--- src/rtl/min_max_accel_pkg.sv ---
// Shared definitions for the packed-int8 min/max accelerator and its command sequencer.
// Function ids, lane geometry and the sequencer state encoding live here.
package min_max_accel_pkg;

   localparam int LANE_W = 8;
   localparam int LANES  = 4;

   localparam logic [9:0] FN_SET_TYPE = 10'd0;
   localparam logic [9:0] FN_MAX      = 10'd1;
   localparam logic [9:0] FN_MIN      = 10'd2;

   typedef enum logic [2:0] {
      ST_IDLE,
      ST_CFG,
      ST_CFG_RSP,
      ST_FIRST,
      ST_OP,
      ST_OP_RSP,
      ST_DONE
   } seq_state_t;

endpackage

--- src/rtl/user_def_min_max_reduce_seq.sv ---
// Folds a stream of packed 4x8-bit words through the min/max accelerator, one pair per command,
// leaving the lane-wise max or min of the whole vector in result.
module user_def_min_max_reduce_seq
   import min_max_accel_pkg::*;
#(
   parameter int LEN_W = 16
) (
   input  logic                    clk,
   input  logic                    reset_n,
   input  logic                    start,
   input  logic                    op_min,
   input  logic                    is_signed,
   input  logic [LEN_W-1:0]        len,
   output logic                    busy,
   output logic                    done,
   output logic [LANE_W*LANES-1:0] result,
   input  logic                    in_valid,
   output logic                    in_ready,
   input  logic [LANE_W*LANES-1:0] in_data,
   output logic                    m_cmd_valid,
   input  logic                    m_cmd_ready,
   output logic [9:0]              m_cmd_function_id,
   output logic [LANE_W*LANES-1:0] m_cmd_inputs_0,
   output logic [LANE_W*LANES-1:0] m_cmd_inputs_1,
   input  logic                    m_rsp_valid,
   output logic                    m_rsp_ready,
   input  logic [LANE_W*LANES-1:0] m_rsp_outputs_0
);

   localparam int DATA_W = LANE_W * LANES;
   localparam logic [LEN_W-1:0] LEN_ZERO = '0;
   localparam logic [LEN_W-1:0] LEN_ONE  = {{(LEN_W-1){1'b0}}, 1'b1};

   seq_state_t        state;
   logic              op_min_q;
   logic              signed_q;
   logic [LEN_W-1:0]  remaining;
   logic [DATA_W-1:0] acc;

   // result is written on the transition into DONE so it is already valid while done pulses
   always_ff @(posedge clk or negedge reset_n) begin
      if (!reset_n) begin
         state     <= ST_IDLE;
         op_min_q  <= 1'b0;
         signed_q  <= 1'b0;
         remaining <= '0;
         acc       <= '0;
         result    <= '0;
      end else begin
         case (state)
            ST_IDLE: begin
               if (start) begin
                  if (len == LEN_ZERO) begin
                     result <= '0;
                     state  <= ST_DONE;
                  end else begin
                     op_min_q  <= op_min;
                     signed_q  <= is_signed;
                     remaining <= len - LEN_ONE;
                     state     <= ST_CFG;
                  end
               end
            end
            ST_CFG: begin
               if (m_cmd_ready) state <= ST_CFG_RSP;
            end
            ST_CFG_RSP: begin
               if (m_rsp_valid) state <= ST_FIRST;
            end
            ST_FIRST: begin
               if (in_valid) begin
                  acc <= in_data;
                  if (remaining == LEN_ZERO) begin
                     result <= in_data;
                     state  <= ST_DONE;
                  end else begin
                     state <= ST_OP;
                  end
               end
            end
            ST_OP: begin
               if (in_valid && m_cmd_ready) state <= ST_OP_RSP;
            end
            ST_OP_RSP: begin
               // remaining is at least 1 here, so the decrement cannot wrap
               if (m_rsp_valid) begin
                  acc       <= m_rsp_outputs_0;
                  remaining <= remaining - LEN_ONE;
                  if (remaining == LEN_ONE) begin
                     result <= m_rsp_outputs_0;
                     state  <= ST_DONE;
                  end else begin
                     state <= ST_OP;
                  end
               end
            end
            ST_DONE: begin
               state <= ST_IDLE;
            end
            default: begin
               state <= ST_IDLE;
            end
         endcase
      end
   end

   // in_ready follows m_cmd_ready in OP so the word accept and the command fire are one event
   always_comb begin
      busy              = (state != ST_IDLE);
      done              = (state == ST_DONE);
      in_ready          = 1'b0;
      m_cmd_valid       = 1'b0;
      m_cmd_function_id = FN_SET_TYPE;
      m_cmd_inputs_0    = '0;
      m_cmd_inputs_1    = '0;
      m_rsp_ready       = 1'b0;
      case (state)
         ST_CFG: begin
            m_cmd_valid    = 1'b1;
            m_cmd_inputs_0 = {{(DATA_W-1){1'b0}}, signed_q};
            m_rsp_ready    = 1'b1;
         end
         ST_CFG_RSP: begin
            m_rsp_ready = 1'b1;
         end
         ST_FIRST: begin
            in_ready = 1'b1;
         end
         ST_OP: begin
            m_cmd_valid       = in_valid;
            in_ready          = m_cmd_ready;
            m_cmd_function_id = op_min_q ? FN_MIN : FN_MAX;
            m_cmd_inputs_0    = acc;
            m_cmd_inputs_1    = in_data;
            m_rsp_ready       = 1'b1;
         end
         ST_OP_RSP: begin
            m_rsp_ready = 1'b1;
         end
         default: begin
         end
      endcase
   end

endmodule

--- config.mk ---
export PLATFORM = sky130hd
export DESIGN_NAME = user_def_min_max_reduce_seq
export DESIGN_NICKNAME = d
export VERILOG_FILES = /design/src/rtl/min_max_accel_pkg.sv /design/src/rtl/user_def_min_max_reduce_seq.sv
export SDC_FILE = /design/constraint.sdc
export NUM_CORES = 1
export LEC_CHECK = 0
export CAP_MARGIN = 30
export CORE_MARGIN = 3
export CORE_UTILIZATION = 41
export DETAILED_ROUTE_END_ITERATION = 10
export PLACE_DENSITY = 0.89
export SYNTH_ARGS = -nofsm -noshare
export SYNTH_HDL_FRONTEND = slang
export SYNTH_SLANG_ARGS = --single-unit
--- constraint.sdc ---
create_clock -name clk -period 2.4 [get_ports clk]
set_input_delay 0.36 -clock clk [delete_from_list [all_inputs] [get_ports clk]]
set_output_delay 0.36 -clock clk [all_outputs]
set_load 0.05 [all_outputs]
* After elaboration in Yosys (flattened, before gate mapping)
Index checks and enable logic that the tools add are counted.
W data, S select, Z words.
** Storage, ports and cells
- Bits in registers :: 85
- Latch bits :: 0
- RAM bits :: 0
- Bits in read-only memories :: 0
- Memories kept :: 0
** Operators by class
- Add/subtract/negate cells :: 2
- $mul :: 0
- Divide/modulo/power cells :: 0
- Order comparisons :: 0
- Equality and inequality tests :: 17
- Shift-type cells :: 0
- Multiplexer cells :: 31
- Bitwise logic cells :: 1
- Reductions and logical operators :: 14
** Operator list (number)
- $mux W32 :: 9
- $pmux W32 S2 :: 2
- $pmux W32 S3 :: 1
- $mux W16 :: 3
- $logic_not A16 Y1 :: 2
- $pmux W16 S2 :: 1
- $sub A16 B1 Y16 const B :: 2
- $mux W3 :: 7
- $ne A2 B2 Y1 const B :: 10
- $pmux W3 S6 :: 1
- $eq A16 B1 Y1 const B :: 1
- $eq A3 B3 Y1 const B :: 3
- $mux W2 :: 4
- $reduce_and A7 Y1 :: 1
- $eq A3 B2 Y1 const B :: 2
- $reduce_and A3 Y1 :: 2
- $reduce_and A6 Y1 :: 1
- $reduce_bool A3 Y1 :: 2
- $pmux W1 S2 :: 2
- $reduce_and A4 Y1 :: 1
- $reduce_bool A2 Y1 :: 2
- $reduce_or A4 Y1 :: 1
- $eq A3 B1 Y1 const B :: 1
- $logic_not A3 Y1 :: 1
- 3 further kinds :: 3

* Depth between registers and ports, before layout
- Word-level depth :: 4
- Gate-level depth with buffers :: 9
- Gate-level depth less buffers :: 7

* Least setup slack after synthesis
No wires, ideal clock.
- Path type :: reg-to-reg
- Start :: reg remaining[0]
- End :: reg result[0]
- Data arrival time :: 2.213 ns
- Data required time :: 2.275 ns
- Path slack :: 0.062 ns
- Stages on the path, launching flop included :: 10
- Path buffers :: 2
- Clock period less this slack :: 2.338 ns
- Path through :: dfrtp_1 -> inv_1 -> ha_1 -> nor3b_1 -> nor2b_1 -> buf_2 -> a311oi_1 -> nor3b_4 -> buf_6 -> mux2_4
** On the way
- Word-level cells in the longest chain between the ends :: 3
** RTL lines
- start: declaration :: line user_def_min_max_reduce_seq.sv:37 : logic [LEN_W-1:0] remaining;
- start signal: assignment :: line user_def_min_max_reduce_seq.sv:59 : remaining <= len - LEN_ONE;
- start signal: assignment :: line user_def_min_max_reduce_seq.sv:88 : remaining <= remaining - LEN_ONE;
- $eq A16 B1 Y1 or $logic_not A16 Y1 (tied branches) :: line user_def_min_max_reduce_seq.sv:89, user_def_min_max_reduce_seq.sv:73
- $ne A2 B2 Y1 (no source line)
- $reduce_and A7 Y1 (no source line) (*)
- end signal: assignment :: line user_def_min_max_reduce_seq.sv:74 : result <= in_data;
- end signal: assignment :: line user_def_min_max_reduce_seq.sv:90 : result <= m_rsp_outputs_0;
- end: declaration :: line user_def_min_max_reduce_seq.sv:16 : output logic [LANE_W*LANES-1:0] result,
Every way passes the cells marked *; elsewhere a longest branch is shown, timed or not.
A chain may end at the register's enable or synchronous reset.

* Worst setup path after layout
- Start :: reg remaining[6]
- End :: reg result[7]
Same word-level chain as after synthesis.

==> results.md <==
- Status: finished, final reports clean
- Initial Utilization: 42.3%
- Vias: 5,280
- CTS sink cnt: 85
- Synth unique cells: 60
- Post-synthesis sequential area ratio: 39.5%
- I/O pins: 199
- Area leader, netlist: dfrtp_1
- Largest net degree at the start of global routing: 65
- Site Rows: 41
- Gr usage total: 23.3%
- Final worst slack: 0.0502 ns
- Clock Tree Root: clkbuf_16
- RSZ-0062 raised after global routing: no
- Net count reported at finish: 870
- Yosys warns: 0
- Yosys top cell area share: 39.5%
- Max_slew headroom: 61.0%
- Vias in the first global route: 5,114
- Layout area overhead: 65.5%
- Dpl ws: -0.256 ns
- Worst-path clk slew: 0.07 ns
- Max Buffers Root-to-Sink: 2
- Total wire length: 17,600 µm
- Final Hold Fails: 0
- 1st-iter DRT viols: 509
- Share of cells above drive strength 1: 26.0%
- Final Critical Period: 2.35 ns
- Final core occ: 70.0%
- Final GP Congestion: 0.908
- Reg2Reg Depth: 7
- CTS HTree Levels: 3
- Async SR Flop Fraction: 100%
- Mapped Area: 5380 µm²
- Initial antenna violation count: 0
- Core ar.: 12,700 µm²
- DRT Pass-1 Iters: 5
- Worst hold path type: input port to async pin
- # setup viols final: 0
- Worst vdd ir: 493 µV
- Layout Cells excl Fill: 956
- Clk_lat worst skew: 0.33 ns
- TritonCTS Buffers: 9
- Fmax: 426 MHz
- Placed cells: 936
- # fillers: 893
- Mapped Cells: 559
- DIE HEIGHT: 121 µm
- DR WL/cell: 18.4 µm
- Max-cap violations: 0
- Crit Path Max Fanout: 11
- Clock Skew: 0.0120 ns
- Setup TNS: 0 ns
- Synth top area cells: dfrtp_1 40%, mux2_4 8.4%, and2_1 7.7%
- Number of synthesized flops with an enable pin: 0
- Post-synth top flop: dfrtp_1
- Die X: 121 µm
- Post-route DRC: 0
- Tcrit/Tclk final: 97.9%
- DR vias/cell: 5.52
- Dpl hpwl: 13,100 µm
- Pleak: 3.99 nW
- Setup CP Type: flop to flop
- CTS Hold Buffers Added: 0
- Crit path DAT: 2.56 ns
- PwrDens: 1050 nW/µm²
- Die area: 14,500 µm²
- Post-route ant nets: 0
- WP data required: 2.61 ns
- CTS tree: yes
- Critical Path End Type: flop
- Syn Area/Cell: 9.62 µm²
- Gr ovfl total: 0
- Antenna cells: 0
- First-pass GRT wire length: 27,200 µm
- Critical path launch point type: flop
- Worst slew pin tran: 0.585 ns
- Slew Limit Fails: 0
- Seq cells post-synth: 85
- Port bufs: 190
flip-flops by register name (all words and copies together), names as in the netlist:
name / cells
op_min_q: 1
state: 3
remaining: 16
acc: 32
result: 32
signed_q: 1
layout by cell type, fill, tap and decap left out, types with 9 or more instances in the layout:
master	n
o21ai_0	48
and2_1	63
buf_4	56
a21oi_1	15
mux2i_1	33
dfrtp_1	85
clkbuf_16	10
a22o_1	34
mux2_4	32
inv_1	9
nor2_1	20
nand2_1	51
nand3_1	9
clkdlybuf4s50_1	118
buf_12	74
nor3_1	10
logic make-up (layout without fill, tap and decap cells):
| group | after synthesis | count (layout) | synth area share, % |
|---|---|---|---|
| flops | 85 | 85 | 39.5 |
| other cells | 1 | 8 | 0.0697 |
| buf+inv | 58 | 276 | 5.09 |
| compound gates | 129 | 129 | 16.1 |
| simple gates | 203 | 203 | 20.7 |
| xor+xnor | 12 | 12 | 1.95 |
| fa+ha+maj | 3 | 3 | 0.698 |
| mux | 68 | 68 | 15.8 |
what timing repair did:
item                       CTS  global route
buffers inserted             0             3
hold endpoints to repair     0             0
pin swaps                    0             3
gates resized for setup      2            15
setup endpoints to repair   32            54
gates cloned                 0             1
synth_stat cells, drive strengths merged, types with 4 or more instances:
master	n
nor2	23
nand3	9
xnor2	8
and2	66
inv	9
dfrtp	85
nand2b	6
xor2	4
a21oi	16
buf	17
or4	4
clkbuf	32
mux2	34
a22o	34
o22ai	5
nor3	12
mux2i	33
o21ai	48
nand4	4
nand2	52
nor4	9
report_power, final:
group	internal, W	total [W]	switching [W]
Sequential	0.00203	0.00241	0.000382
Combinational	0.00247	0.00551	0.00305
Clock	0.000815	0.00141	0.000597
Total	0.00531	0.00933	0.00403
critical path, cell delays in order, from the launching register on:
cell,delay [ns]
dfrtp_1,0.39
or4_4,0.58
nor3_2,0.22
a41oi_2,0.18
nor3b_4,0.24
buf_12,0.15
buf_8,0.16
mux2_4,0.31
routing by layer:
metal	track usage (%)	wire length [µm]	part of all wire, %
met1	28.1	6910	39
met4	4.46	337	1.9
met3	5.52	1270	7.2
met2	42.5	9060	52
met5	0	0	0
path summary, 6_finish.rpt:
kind / start / end / slack, ns
setup / recovery: remaining[6]$_DFFE_PN0P_ / result[7]$_DFFE_PN0P_ / 0.05
hold / removal: reset_n / result[13]$_DFFE_PN0P_ / 0.02
setup reg to reg: remaining[6]$_DFFE_PN0P_ / result[7]$_DFFE_PN0P_ / 0.05
hold reg to reg: acc[10]$_DFFE_PN0P_ / acc[10]$_DFFE_PN0P_ / 0.47
max in group asynchronous: reset_n / acc[25]$_DFFE_PN0P_ / 1.67
min in group clk: acc[10]$_DFFE_PN0P_ / acc[10]$_DFFE_PN0P_ / 0.47
layout make-up:
type	instances	area [µm²]	share of cell area (%)
clock buffers	10	229	2.57
clock inverters	6	71.3	0.801
inverters	9	33.8	0.380
multi-input cells	423	3090	34.7
flip-flops and latches	85	2130	23.9
well taps	172	215	2.42
repair buffers	251	3130	35.2
per-stage QoR:
step / power [W] / area, µm² / hold slack, ns
after CTS: 0.00916 / 8780 / 0.0355
after global routing: 0.00979 / 8900 / 0.0508
final: 0.00933 / 8900 / 0.0206
after floorplan: 0.00564 / 5410 / 0.0644
after detailed placement: 0.00774 / 8470 / 0.389
after global placement: 0.00755 / 8470 / 0.383
Note: power is estimated with default switching activity, not from simulation.
